$ cat src/rtl/serial_alu_pkg.sv
// Shared definitions for the serial ALU paths: FSM encoding, default width
// and the derived bit-counter width.
package serial_alu_pkg;

  typedef enum logic [1:0] {
    IDLE = 2'd0,
    RUN  = 2'd1,
    DONE = 2'd2
  } state_t;

  localparam int DEFAULT_WIDTH = 32;

  // Counter must be able to hold WIDTH-1; sized for WIDTH+1 values for headroom.
  function automatic int cnt_width(input int w);
    return $clog2(w + 1);
  endfunction

endpackage

$ cat src/rtl/fa.sv
// One-bit full adder shared by the bit-serial arithmetic paths.
module fa (
  input  logic a,
  input  logic b,
  input  logic cin,
  output logic sum,
  output logic cout
);

  assign sum  = a ^ b ^ cin;
  assign cout = (a & b) | (cin & (a ^ b));

endmodule

$ cat src/rtl/serial_addsub.sv
// Bit-serial adder/subtractor: one full-adder evaluation per clock, LSB first,
// WIDTH cycles per operation with a start / data_ready handshake.
module serial_addsub
  import serial_alu_pkg::*;
#(
  parameter int WIDTH = DEFAULT_WIDTH,
  parameter int CNT_W = cnt_width(WIDTH)
) (
  input  logic             clock,
  input  logic             reset,
  input  logic             start,
  input  logic             sub,
  input  logic [WIDTH-1:0] op_a,
  input  logic [WIDTH-1:0] op_b,
  output logic [WIDTH-1:0] result,
  output logic             carry_out,
  output logic             overflow,
  output logic             busy,
  output logic             data_ready
);

  state_t             state_r;
  state_t             state_s;
  logic [WIDTH-1:0]   a_sh_r;
  logic [WIDTH-1:0]   b_sh_r;
  logic               carry_r;
  logic [CNT_W-1:0]   cnt_r;
  logic [WIDTH-1:0]   result_r;
  logic               carry_out_r;
  logic               overflow_r;
  logic               sum_s;
  logic               cout_s;
  logic               accept_s;
  logic               last_s;
  logic               busy_s;
  logic               data_ready_s;

  fa u_fa (
    .a    (a_sh_r[0]),
    .b    (b_sh_r[0]),
    .cin  (carry_r),
    .sum  (sum_s),
    .cout (cout_s)
  );

  // A request is only taken when no operation is in flight.
  assign accept_s = start & ((state_r == IDLE) | (state_r == DONE));
  assign last_s   = (state_r == RUN) & (cnt_r == CNT_W'(WIDTH - 1));

  // State register.
  always_ff @(posedge clock) begin
    if (reset) begin
      state_r <= IDLE;
    end else begin
      state_r <= state_s;
    end
  end

  // Next-state logic; DONE can chain straight into RUN without an idle bubble.
  always_comb begin
    state_s = IDLE;
    case (state_r)
      IDLE: begin
        if (start) begin
          state_s = RUN;
        end else begin
          state_s = IDLE;
        end
      end
      RUN: begin
        if (last_s) begin
          state_s = DONE;
        end else begin
          state_s = RUN;
        end
      end
      DONE: begin
        if (start) begin
          state_s = RUN;
        end else begin
          state_s = IDLE;
        end
      end
      default: state_s = IDLE;
    endcase
  end

  // Status outputs decode the state register only, so start never reaches them.
  always_comb begin
    busy_s       = 1'b0;
    data_ready_s = 1'b0;
    case (state_r)
      RUN:     busy_s       = 1'b1;
      DONE:    data_ready_s = 1'b1;
      default: begin
        busy_s       = 1'b0;
        data_ready_s = 1'b0;
      end
    endcase
  end

  // Operand shifters, carry, bit counter and result/flag capture.
  always_ff @(posedge clock) begin
    if (reset) begin
      a_sh_r      <= '0;
      b_sh_r      <= '0;
      carry_r     <= 1'b0;
      cnt_r       <= '0;
      result_r    <= '0;
      carry_out_r <= 1'b0;
      overflow_r  <= 1'b0;
    end else if (accept_s) begin
      // Subtraction is A + ~B + 1, with the +1 entering as the initial carry.
      a_sh_r  <= op_a;
      b_sh_r  <= op_b ^ {WIDTH{sub}};
      carry_r <= sub;
      cnt_r   <= '0;
    end else if (state_r == RUN) begin
      a_sh_r   <= {1'b0, a_sh_r[WIDTH-1:1]};
      b_sh_r   <= {1'b0, b_sh_r[WIDTH-1:1]};
      carry_r  <= cout_s;
      cnt_r    <= cnt_r + CNT_W'(1);
      result_r <= {sum_s, result_r[WIDTH-1:1]};
      if (last_s) begin
        carry_out_r <= cout_s;
        overflow_r  <= carry_r ^ cout_s;
      end
    end
  end

  assign result     = result_r;
  assign carry_out  = carry_out_r;
  assign overflow   = overflow_r;
  assign busy       = busy_s;
  assign data_ready = data_ready_s;

endmodule

$ cat config.mk
export PLATFORM = sky130hd
export DESIGN_NAME = serial_addsub
export DESIGN_NICKNAME = d
export VERILOG_FILES = /design/src/rtl/serial_alu_pkg.sv /design/src/rtl/fa.sv /design/src/rtl/serial_addsub.sv
export SDC_FILE = /design/constraint.sdc
export NUM_CORES = 1
export LEC_CHECK = 0
export ABC_AREA = 1
export CAP_MARGIN = 20
export CORE_MARGIN = 4
export CORE_UTILIZATION = 40
export CTS_CLUSTER_SIZE = 10
export DETAILED_ROUTE_END_ITERATION = 16
export PLACE_DENSITY = 0.77
export SYNTH_ARGS = -nofsm -noshare
export SYNTH_HDL_FRONTEND = slang
export SYNTH_SLANG_ARGS = --single-unit
$ cat constraint.sdc
create_clock -name clock -period 2.7 [get_ports clock]
set_input_delay 0.54 -clock clock [delete_from_list [all_inputs] [get_ports clock]]
set_output_delay 0.54 -clock clock [all_outputs]
set_load 0.01 [all_outputs]
==> metrics.txt <==
power density over cell area 612 mW/mm2; worst clock skew on the final layout between 0.004 and 0.005 ns; maximum fanout along the worst path 4; fraction of power spent switching nets 0.267; average cell area after synthesis slightly below 7 um2; Required @ worst endpoint 2.16 ns; effective utilization at floorplan 0.408; number of nets in the layout ~850; clock root cell clkbuf_16; part of the power in registers 0.475; met3 WL 570 um; maximum single-stage delay on the critical path 0.52 ns; setup repair after global routing missed its margin false; Slew Viols, Final 0; Port-buffer cells slightly above 100; Post-DRT Antenna Nets 0; worst max-slew margin expressed relative to the limit 0.426; slowest stage cell on the critical path clkdlybuf4s50_1; maximum clock frequency 507 MHz; Clock Tree Buf Depth 2; Yosys top cell by area dfxtp_1; Post-DP HPWL 7370 um; Post-CTS Hold Buffers 0; post-CTS setup buffers 0; number of H-tree levels 3; layout overhead on the synthesized area 27.1%; net count after synthesis 775; vias in the first global route roughly 4,200; number of enable flip-flop cells after synthesis 0; cell types with the largest area share after synthesis dfxtp_1, nand2_1, o21ai_0, nor2_1, xor2_1; Arrival @ worst endpoint 1.43 ns; antenna violations before repair 0; max-cap viol count 0; pin count of the biggest net entering global routing 58; vias post-DR 4,418; final critical delay including setup and external delays a little under 2 ns; detailed-routing wirelength on met1 between 5000 and 6000 um; cell area after synthesis between 0.004 and 0.005 mm2; share of cells above drive strength 1 0.0433; area of the die between 0.01 and 0.015 mm2; clock tree from TritonCTS done; worst slack at placement between 0.5 and 0.6 ns; first-pass GRT wire length 18,900 um; final worst-path cycle share 0.730; DR WL/cell about 12 um; worst setup slack after layout roughly 0.73 ns; Synth top area share 0.437; most frequent cell after synthesis nand2_1; instance count of the mapped netlist 705; nature of the critical path endpoint primary output; count of final setup violators 0; count of synthesis-stage warnings from yosys 0; crit path cell chain nand2_4 -> inv_2 -> clkdlybuf4s50_1; grt total ovfl 0; power dissipated by switching net loads between 1 and 1.5 mW; all-layer global routing usage 0.157; leading cell types by count after synthesis nand2_1, dfxtp_1, o21ai_0, nor2_1, inv_1; Post-Route Hold Slack 0.464 ns; Antenna diodes 0; number of optimization iterations in the first detailed-route pass 4; die height about 120 um; Cell variety after synth 20; Hold Path Class reg2reg; die width between 100 and 150 um; Max VDD drop approximately 0.37 mV; Critical Path Start Type register; residual DRC count 0; number of non-filler instances in the completed layout between 900 and 1,000; cell internal pwr around 2.8 mW; total clock buffers created by CTS 9; highest signal layer in the routed design met4; overall routed net length roughly 11,000 um; clock power share 0.335; TritonCTS sink count around 110; proportion of synthesized flip-flops having asynchronous set or reset 0; dpl cells roughly 920; Combinational Power Share 0.190; I/O pin count ~100; final count of hold timing violations 0; start-to-end type of the worst setup path reg2out; DR WL met2 5110 um; cts repair resizes 0; final RePlAce weighted congestion roughly 0.78; outcome complete, no violations; number of design-rule violations left by the first detailed-router iteration 337; area of the core around 0.012 mm2; final total negative setup slack 0 ns; clk slew on worst S/H paths around 0.070 ns; std cell rows 40; proportion of synthesized chip area in sequential cells 0.437; worst-skew pair later-pin latency 0.33 ns; slew at the pin with the worst max-slew slack about 0.86 ns; via density per instance roughly 4.7; number of register bits inferred by synthesis about 110; leakage power around 2.8 nW; most used flip-flop cell after synthesis dfxtp_1
[per-stage QoR]
stage / utilization / total power [mW] / area (um2)
2_1_floorplan: - / 2.30 / 4910
3_3_place_gp: 0.495 / 2.56 / 5950
3_5_place_dp: 0.495 / 2.57 / 5950
4_1_cts: 0.519 / 3.86 / 6230
5_1_grt: 0.519 / 4.03 / 6230
6_report: 0.519 / 3.81 / 6230
[routing by layer]
layer  up-vias  global-route usage
li1       2368                   -
met3         2              0.0349
met5         -                   0
met2       107               0.261
met1      1941               0.210
met4         0              0.0348
[final cells by class]
cell class	instances	area [um2]
Multi-Input combinational cell	498	2300
Tap cell	147	184
Clock inverter	3	40.0
Inverter	52	195
Sequential cell	107	2140
Timing Repair Buffer	115	1130
Clock buffer	11	243
Fill cell	1174	5780
[critical path: cells and delay by family, from the launching register on]
kind          cells  cell delay [ns]
flops             1             0.44
simple gates      1             0.08
buf+inv           2             0.58
[worst paths after layout]
path	from	end	slack [ns]	cells past startpoint
hold reg to reg	b_sh_r[31]	b_sh_r[31]	0.46	2
hold / removal	b_sh_r[31]	b_sh_r[31]	0.46	2
setup reg to reg	state_r[1]	a_sh_r[16]	0.96	9
setup / recovery	state_r[0]	busy	0.73	3
[sequential cells by signal (all words and copies together) (netlist names)]
name and cells:
a_sh_r 32, b_sh_r 32, carry_out 1, carry_r 1, cnt_r 6, overflow 1
result 32, state_r 2
[placed cells by master, fill, tap and decap left out, types with 2 or more instances in the layout]
master	instances
clkinv_2	2
a21oi_1	40
o21ai_0	83
nand2_1	208
nand2_4	3
xor2_1	31
clkdlybuf4s50_1	102
buf_4	11
nor2_1	76
clkbuf_16	9
o21ai_1	43
dfxtp_1	107
inv_1	48
nand3_1	11
inv_2	4
[power by group through the flow]
stage | logic, mW | registers (mW) | clock network (mW)
2_1_floorplan | 0.450 | 1.85 | 0
3_3_place_gp | 0.720 | 1.84 | 0
3_5_place_dp | 0.728 | 1.84 | 0
4_1_cts | 0.732 | 1.81 | 1.31
5_1_grt | 0.828 | 1.83 | 1.38
6_report | 0.725 | 1.81 | 1.28
[cell families (layout without fill, tap and decap cells)]
logic type               Yosys count  in the layout  share of synthesized area
XOR/XNOR                          31             31                     0.0553
AO/OA/AOI/OAI                    166            166                      0.169
adder cells (fa/ha/maj)            2              2                    0.00663
buffers and inverters            100            181                     0.0954
AND/OR/NAND/NOR                  299            299                      0.237
flip-flops                       107            107                      0.437
Note: power is estimated with default switching activity, not from simulation.
